===== src/rtl/rr_sel_sequencer.sv =====
// Four-channel round-robin sequencer: each channel parks one word in a holding
// register, and a registered output stage drains them in rotating priority order.
module rr_sel_sequencer (
  input  logic       clk,
  input  logic       rst_n,
  input  logic [3:0] in_valid,
  input  logic [3:0] in_data_a,
  input  logic [3:0] in_data_b,
  input  logic [3:0] in_data_c,
  input  logic [3:0] in_data_d,
  output logic [3:0] in_ready,
  output logic [1:0] sel,
  output logic       out_valid,
  output logic [3:0] out_data,
  input  logic       out_ready
);

  logic [3:0] hold_v;
  logic [3:0] hold_d [4];
  logic [3:0] in_data [4];
  logic [1:0] last_grant;
  logic       out_free;
  logic       grant_en;
  logic [1:0] grant_idx;
  logic [1:0] cand;

  assign in_data[0] = in_data_a;
  assign in_data[1] = in_data_b;
  assign in_data[2] = in_data_c;
  assign in_data[3] = in_data_d;

  // Ready depends on holding state only, so upstream never sees a path from out_ready.
  assign in_ready = ~hold_v;
  assign out_free = !out_valid || out_ready;

  // Search starts one past the last winner; offset 4 wraps back to last_grant itself.
  always_comb begin
    // NOTE: every variable gets a default before the loop so no latch is inferred.
    grant_en  = 1'b0;
    grant_idx = last_grant;
    cand      = last_grant;
    for (int k = 1; k <= 4; k++) begin
      cand = last_grant + 2'(k);
      if (!grant_en && hold_v[cand]) begin
        grant_en  = 1'b1;
        grant_idx = cand;
      end
    end
  end

  always_ff @(posedge clk or negedge rst_n) begin
    if (!rst_n) begin
      hold_v     <= '0;
      last_grant <= 2'd3;
      out_valid  <= 1'b0;
      out_data   <= '0;
      sel        <= '0;
      // NOTE: the holding data is a handful of flops, not a RAM, so clearing it is cheap and keeps sim X-free.
      for (int i = 0; i < 4; i++) hold_d[i] <= '0;
    end else begin
      // NOTE: non-blocking updates mean the grant below sees pre-edge hold_v, so a word accepted now cannot bypass.
      for (int i = 0; i < 4; i++) begin
        if (in_valid[i] && in_ready[i]) begin
          hold_v[i] <= 1'b1;
          hold_d[i] <= in_data[i];
        end
      end
      if (out_free) begin
        if (grant_en) begin
          out_data          <= hold_d[grant_idx];
          sel               <= grant_idx;
          out_valid         <= 1'b1;
          hold_v[grant_idx] <= 1'b0;
          last_grant        <= grant_idx;
        end else begin
          out_valid <= 1'b0;
        end
      end
    end
  end

endmodule


===== config.mk =====
export PLATFORM = sky130hd
export DESIGN_NAME = rr_sel_sequencer
export DESIGN_NICKNAME = d
export VERILOG_FILES = /design/src/rtl/rr_sel_sequencer.sv
export SDC_FILE = /design/constraint.sdc
export NUM_CORES = 1
export LEC_CHECK = 0
export BUFFER_PORTS_ARGS = -buffer_cell sky130_fd_sc_hd__buf_4
export CAP_MARGIN = 20
export CORE_AREA = 3 3 67 69
export CTS_BUF_LIST = sky130_fd_sc_hd__clkbuf_16
export CTS_CLUSTER_DIAMETER = 50
export CTS_CLUSTER_SIZE = 25
export DETAILED_ROUTE_END_ITERATION = 12
export DIE_AREA = 0 0 70 72
export GPL_TIMING_DRIVEN = 1
export SYNTH_ARGS = -nofsm -noshare
export SYNTH_HDL_FRONTEND = slang
export SYNTH_SLANG_ARGS = --single-unit

===== constraint.sdc =====
create_clock -name clk -period 2.5 [get_ports clk]
set_input_delay 0.25 -clock clk [delete_from_list [all_inputs] [get_ports clk]]
set_output_delay 0.25 -clock clk [all_outputs]
set_load 0.01 [all_outputs]

==> reports/results.ini, run 1 <==
[sta]
max_freq_mhz=546.8
tns_ns=0
clock_skew_ns=0.004347
period_minus_slack_ns=1.829
rsz0062_at_grt=false
setup-violations-final=0
hold_violations=0
worst_pin_slew_ns=0.4833
max_slew_margin_pct=67.49
slew_violations=0
finalCritPeriodShare_pct=73.15

[cts]
h-tree-depth=2
postCtsSetupRepairBufs=0
cts.sinks=29
root_buffer=clkbuf_16
clk_latency_ns=0.27
cts-resized-gates=0
cts_made_buffers=5
cts_tree=built
cts_max_path_buffers=2
path_clk_slew_ns=0.04

[flow_run]
drv_cap=0

[drt]
vias=922
viasPerCell=4.777
drt_iter0_drc=71
drtPass1Iterations=4
drt-total-wl_mm=2.772
remaining_drc_errors=0
wl_per_cell_um=14.36
ant_nets=0

[grt]
grt.busiest_layer=met2
use_met2_pct=19.41
grt_antenna_before_repair=0
grt_pass1_vias=968
grtUsageTotal_pct=12.30
overflow=0
grt_pass1_wl_mm=4.609
grtUsageMet3_pct=4.432
use_met1_pct=14.60
grt_max_degree=30

[final_layout]
fill_cells=397
design_area_um2=1745
n_antenna_cell=0
area_delta_synth_final_pct=34.26
final_util_pct=43.95
multi_input_area_um2=530.5
nNetsFinal=165
regArea_um2=728.2
drive_above_1_share_pct=44.76

[floorplan]
io_pins=34
core_region_area_um2=3971
rows=23
dieArea_um2=5040
initial_core_util_pct=32.73
die_h_um=72
die_x_um=70

[logic_synthesis]
yosysTopAreaCell=dfrtp_1
ys_top_cells_by_area=dfrtp_1 52%, mux2_2 14%, mux2i_1 6.2%
ys_seq_elements=29
synth_warnings=0
syn_nets=125
seq_area_frac_synth_pct=56.02
syn_inst=102
postSynthAreaPerCell_um2=12.75
synth_cell_types=26
synth_top_area_share_pct=51.97
syn-cell-area_um2=1300

[place]
place_area_um2=1599
io_buffer_count=33
dp_hpwl_mm=2.123
place_congestion=0.8173

[worst_setup_path]
reg2reg_depth=6
slowest_stage=dfstp_2
cp-end-kind=register
cp_max_fo=13
crit_type=reg -> reg
critPathLaunchType=register
arrival_ns=1.95
crit_chain=or2b_2, o21ai_2, a221oi_4, buf_4, mux2i_1, o221ai_1
cp.required_ns=2.63
crit_path_max_incr_delay_ns=0.56

[min_path]
hp-class=in -> reg
whs_path_depth=2

[pwr]
p_clk_share_pct=23.2
ir_drop_mv=0.4814
pwr-share-seq_pct=38.6
p_per_area_nw_per_um2=1303
p_comb_share_pct=38.2
p_sw_uw=727.5
intPower_mw=1.547
leakage_nw=0.8252
switching_share_pct=31.99

[status]
status=finished clean

[power by group through the flow]
stage               Clock, mW  Combinational [mW]  Sequential (mW)
floorplan                   0               0.640            0.854
global placement            0               0.856            0.881
detailed placement          0               0.882            0.889
CTS                     0.550               0.886            0.883
global route            0.571               0.958            0.910
finish                  0.528               0.868            0.878
[synth_stat cells (all sizes together)]
cell    number
o221ai       4
dfrtp       27
nor2         3
mux2i        8
nor2b        4
nand2b       2
buf          2
a21boi       1
nand2       11
mux2        16
dfstp        2
or2b         2
inv          6
a21oi        4
o21ai        2
o22a         4
nor4         1
a221oi       1
o211ai       1
a21o         1
[flip-flops by register name, indices dropped and copies added, names as in the netlist]
signal,flops
hold_d,16
hold_v,4
out_data,4
last_grant,2
sel,2
out_valid,1
[placed cells by master, fill, tap and decap left out, types with 2 or more instances in the layout]
cell type / Yosys / routed
mux2_2: 16 / 16
nand2_1: 11 / 11
nor2b_1: 4 / 4
dfrtp_1: 27 / 27
o221ai_1: 4 / 4
dfstp_2: 2 / 2
mux2i_1: 8 / 8
inv_1: 5 / 8
nor2_1: 3 / 3
clkbuf_16: 0 / 5
a21oi_1: 4 / 4
buf_4: 1 / 34
o22a_1: 3 / 3
[stage by stage]
stage	hold slack [ns]	worst slack (ns)	power (mW)	std cells
floorplan	-0.04559	0.7716	1.494	102
global placement	0.1893	0.7125	1.738	184
detailed placement	0.1937	0.6678	1.771	184
CTS	0.2021	0.6530	2.319	193
global route	0.2051	0.4663	2.439	193
finish	0.2102	0.6711	2.274	193
[metal layers]
metal,up-vias,wire length (um)
met5,-,0
met4,0,46
met3,2,156
met2,26,1436
met1,444,1134
li1,450,-
[area by class of cell]
class | count | share of cell area (%)
Clock buffer | 5 | 7.168
Clock inverter | 3 | 0.6452
Inverter | 6 | 1.290
Multi-Input combinational cell | 65 | 30.39
Sequential cell | 29 | 41.72
Tap cell | 50 | 3.584
Timing Repair Buffer | 35 | 15.20
[kinds of logic after synthesis]
kind of cell / Yosys count / synth area share, %
simple gates: 23 / 8.855
compound gates: 18 / 11.94
mux: 24 / 20.02
buf+inv: 8 / 3.176
flops: 29 / 56.02
[path summary, 6_finish.rpt]
check,from,end,slack [ns]
max in group asynchronous,rst_n,last_grant[0]$_DFFE_PN1P_,1.74
setup reg to reg,last_grant[0]$_DFFE_PN1P_,out_data[3]$_DFFE_PN0P_,0.67
setup / recovery,last_grant[0]$_DFFE_PN1P_,out_data[3]$_DFFE_PN0P_,0.67
hold / removal,in_valid[2],hold_v[2]$_DFF_PN0_,0.21
min in group asynchronous,rst_n,sel[0]$_DFFE_PN0P_,0.44
hold reg to reg,sel[1]$_DFFE_PN0P_,sel[1]$_DFFE_PN0P_,0.49
[timing repair]
item	4_1_cts	5_1_grt
endpoints found under the setup margin	0	0
endpoints found under the hold margin	27	0
hold buffers	1	0
[worst max-delay path: cells and delay by family, from the launching register on]
kind                   cells  cell delay (ns)
AOI/OAI and AO/OA          3             0.49
buffers and inverters      1             0.26
DFF                        1             0.56
muxes                      1             0.23
and+or+nand+nor            1             0.14
Power figures use the tool's default switching activity.
==> inputs of run 2 (changes only) <==
==> constraint.sdc (replaced) <==
create_clock -name clk -period 1.9 [get_ports clk]
set_input_delay 0.19 -clock clk [delete_from_list [all_inputs] [get_ports clk]]
set_output_delay 0.19 -clock clk [all_outputs]
set_load 0.01 [all_outputs]
==> run 2 against run 1 <==
Global-route usage up 0.18 points. Critical path type unchanged. Final area up 0.93%. Sequential power up 32%. Clock skew down 0.0011 ns. Sequential cell count unchanged. Wire length up 2.1%. Die area unchanged.
==> reports/results.ini, run 2 (same netlist as run 1, synthesis figures left out) <==
[cts]
path_clk_slew_ns=0.05  ; was 0.04 ns
cts.sinks=29  ; unchanged
cts_tree=built  ; unchanged
cts_max_path_buffers=2  ; unchanged
h-tree-depth=2  ; unchanged
root_buffer=clkbuf_16  ; unchanged
cts_made_buffers=5  ; unchanged
clk_latency_ns=0.27  ; about the same
postCtsSetupRepairBufs=0  ; unchanged

[place]
post-place-ws_ns=0.09708  ; was 0.6678 ns
io_buffer_count=33  ; unchanged
dp_hpwl_mm=2.131  ; was 2.123 mm
place_congestion=0.8145  ; was 0.8173

[final_layout]
final_util_pct=44.36  ; was 43.95%
n_antenna_cell=0  ; unchanged
drive_above_1_share_pct=46.21  ; was 44.76%
fill_cells=384  ; was 397
largestRegisters=hold_d x16, hold_v x4, out_data x4  ; unchanged
final_cell_mix=36 x buf_4, 27 x dfrtp_1, 16 x mux2_2  ; was 34 x buf_4, 27 x dfrtp_1, 16 x mux2_2
final_common_cell=buf_4  ; unchanged
area_delta_synth_final_pct=35.51  ; was 34.26%
regMostFlops=hold_d  ; unchanged
nNetsFinal=167  ; was 165
largest_register_ffs=16  ; unchanged

[drt]
drt-total-wl_mm=2.829  ; was 2.772 mm
ant_nets=0  ; unchanged
wl_met2_mm=1.395  ; was 1.436 mm
drt_iter0_drc=41  ; was 71
wl_met3_um=194  ; was 156 um
remaining_drc_errors=0  ; unchanged
met1Wirelength_mm=1.155  ; was 1.134 mm
dr.max_layer_used=met4  ; unchanged
drtPass1Iterations=4  ; unchanged
viasPerCell=4.790  ; was 4.777
wl_per_cell_um=14.51  ; was 14.36 um
vias=934  ; was 922

[floorplan]
initial_core_util_pct=32.73  ; unchanged
die_x_um=70  ; unchanged
dieArea_um2=5040  ; unchanged
rows=23  ; unchanged
core_region_area_um2=3971  ; unchanged
die_h_um=72  ; unchanged
io_pins=34  ; unchanged

[sta]
tns_ns=0  ; unchanged
max_slew_margin_pct=65.98  ; was 67.49%
rsz0062_at_grt=true  ; was false
period_minus_slack_ns=1.805  ; was 1.829 ns
timing.hold.ws_ns=0.1476  ; was 0.2102 ns
slew_violations=0  ; unchanged
setup-violations-final=0  ; unchanged
clock_skew_ns=0.003252  ; was 0.004347 ns
max_freq_mhz=554.0  ; was 546.8 MHz
worst_pin_slew_ns=0.5092  ; was 0.4833 ns
hold_violations=0  ; unchanged
finalCritPeriodShare_pct=95.00  ; was 73.15%
setup_ws_ns=0.09495  ; was 0.6711 ns

[grt]
grt_max_degree=30  ; unchanged
overflow=0  ; unchanged
grt_antenna_before_repair=0  ; unchanged
grt_pass1_vias=976  ; was 968
grt_pass1_wl_mm=4.712  ; was 4.609 mm
grtUsageTotal_pct=12.48  ; was 12.30%

[worst_setup_path]
crit_family=flip-flops  ; unchanged
critPathLaunchType=register  ; unchanged
crit_chain=or2b_2, o21ai_2, a221oi_4, buf_4, mux2i_1, o221ai_1  ; unchanged
cp_max_fo=6  ; was 13
cp.required_ns=2.03  ; was 2.63 ns
cp-end-kind=register  ; unchanged
crit_path_max_incr_delay_ns=0.57  ; was 0.56 ns
arrival_ns=1.94  ; was 1.95 ns
path_buf_inv=1  ; unchanged
crit_type=reg -> reg  ; unchanged
slowest_stage=dfstp_2  ; unchanged

[status]
status=finished clean  ; unchanged

[pwr]
p_per_area_nw_per_um2=1730  ; was 1303 nW/um2
intPower_mw=2.063  ; was 1.547 mW
ir_drop_mv=0.5919  ; was 0.4814 mV
switching_share_pct=32.31  ; was 31.99%
fin_total_pwr_mw=3.048  ; was 2.274 mW
leakage_nw=0.8265  ; was 0.8252 nW
p_clk_share_pct=23.6  ; was 23.2%
pwr-share-seq_pct=37.9  ; was 38.6%
p_comb_share_pct=38.5  ; was 38.2%
p_sw_uw=984.8  ; was 727.5 uW

[flow_run]
drv_cap=0  ; unchanged

[min_path]
hp-class=in -> reg  ; unchanged

==> run 2: worst reg2reg max path, cell delays in order (launching register included) <==
cell,delay (ns)
dfstp_2,0.57
or2b_2,0.14
o21ai_2,0.06
a221oi_4,0.33
buf_4,0.22
mux2i_1,0.21
o221ai_1,0.14
==> run 2: metal layers <==
layer,vias to the layer above,global-route usage (%)
met2,28,19.83
met4,0,7.660
li1,445,-
met3,8,4.432
met5,-,0
met1,453,14.51
==> run 2: worst paths after layout <==
path,startpoint,to,slack [ns],cells past startpoint
setup reg to reg,last_grant[0]$_DFFE_PN1P_,out_data[3]$_DFFE_PN0P_,0.09,6
max in group asynchronous,rst_n,last_grant[0]$_DFFE_PN1P_,1.22,2
setup / recovery,last_grant[0]$_DFFE_PN1P_,out_data[3]$_DFFE_PN0P_,0.09,6
min in group asynchronous,rst_n,out_valid$_DFFE_PN0N_,0.37,2
hold / removal,in_data_b[1],hold_d[9]$_DFFE_PN0P_,0.15,2
hold reg to reg,out_data[1]$_DFFE_PN0P_,out_data[1]$_DFFE_PN0P_,0.50,2
==> run 2: area by class of cell <==
type | instances | area, um2 | area share, %
Sequential cell | 29 | 728.2 | 41.34
Clock buffer | 5 | 125.1 | 7.102
Clock inverter | 3 | 12.51 | 0.7102
Timing Repair Buffer | 37 | 280.3 | 15.91
Multi-Input combinational cell | 65 | 530.5 | 30.11
Tap cell | 50 | 62.56 | 3.551
Inverter | 6 | 22.52 | 1.278
==> run 2: power by group through the flow <==
| stage | Combinational, mW | Clock [mW] | Sequential, mW |
|---|---|---|---|
| 3_5_place_dp | 1.19 | 0 | 1.17 |
| 3_3_place_gp | 1.15 | 0 | 1.17 |
| 5_1_grt | 1.30 | 0.760 | 1.21 |
| 6_report | 1.17 | 0.721 | 1.16 |
| 4_1_cts | 1.19 | 0.736 | 1.16 |
| 2_1_floorplan | 0.842 | 0 | 1.12 |
==> run 2: timing repair <==
item	CTS	global route
hold buffers	1	0
gates resized for setup	0	0
setup endpoints to repair	0	3
endpoints found under the hold margin	27	0
==> run 2: stage by stage <==
| stage | instance area, um2 | std cells |
|---|---|---|
| 2_1_floorplan | 1300 | 102 |
| 3_3_place_gp | 1614 | 186 |
| 3_5_place_dp | 1614 | 186 |
| 4_1_cts | 1762 | 195 |
| 5_1_grt | 1762 | 195 |
| 6_report | 1762 | 195 |
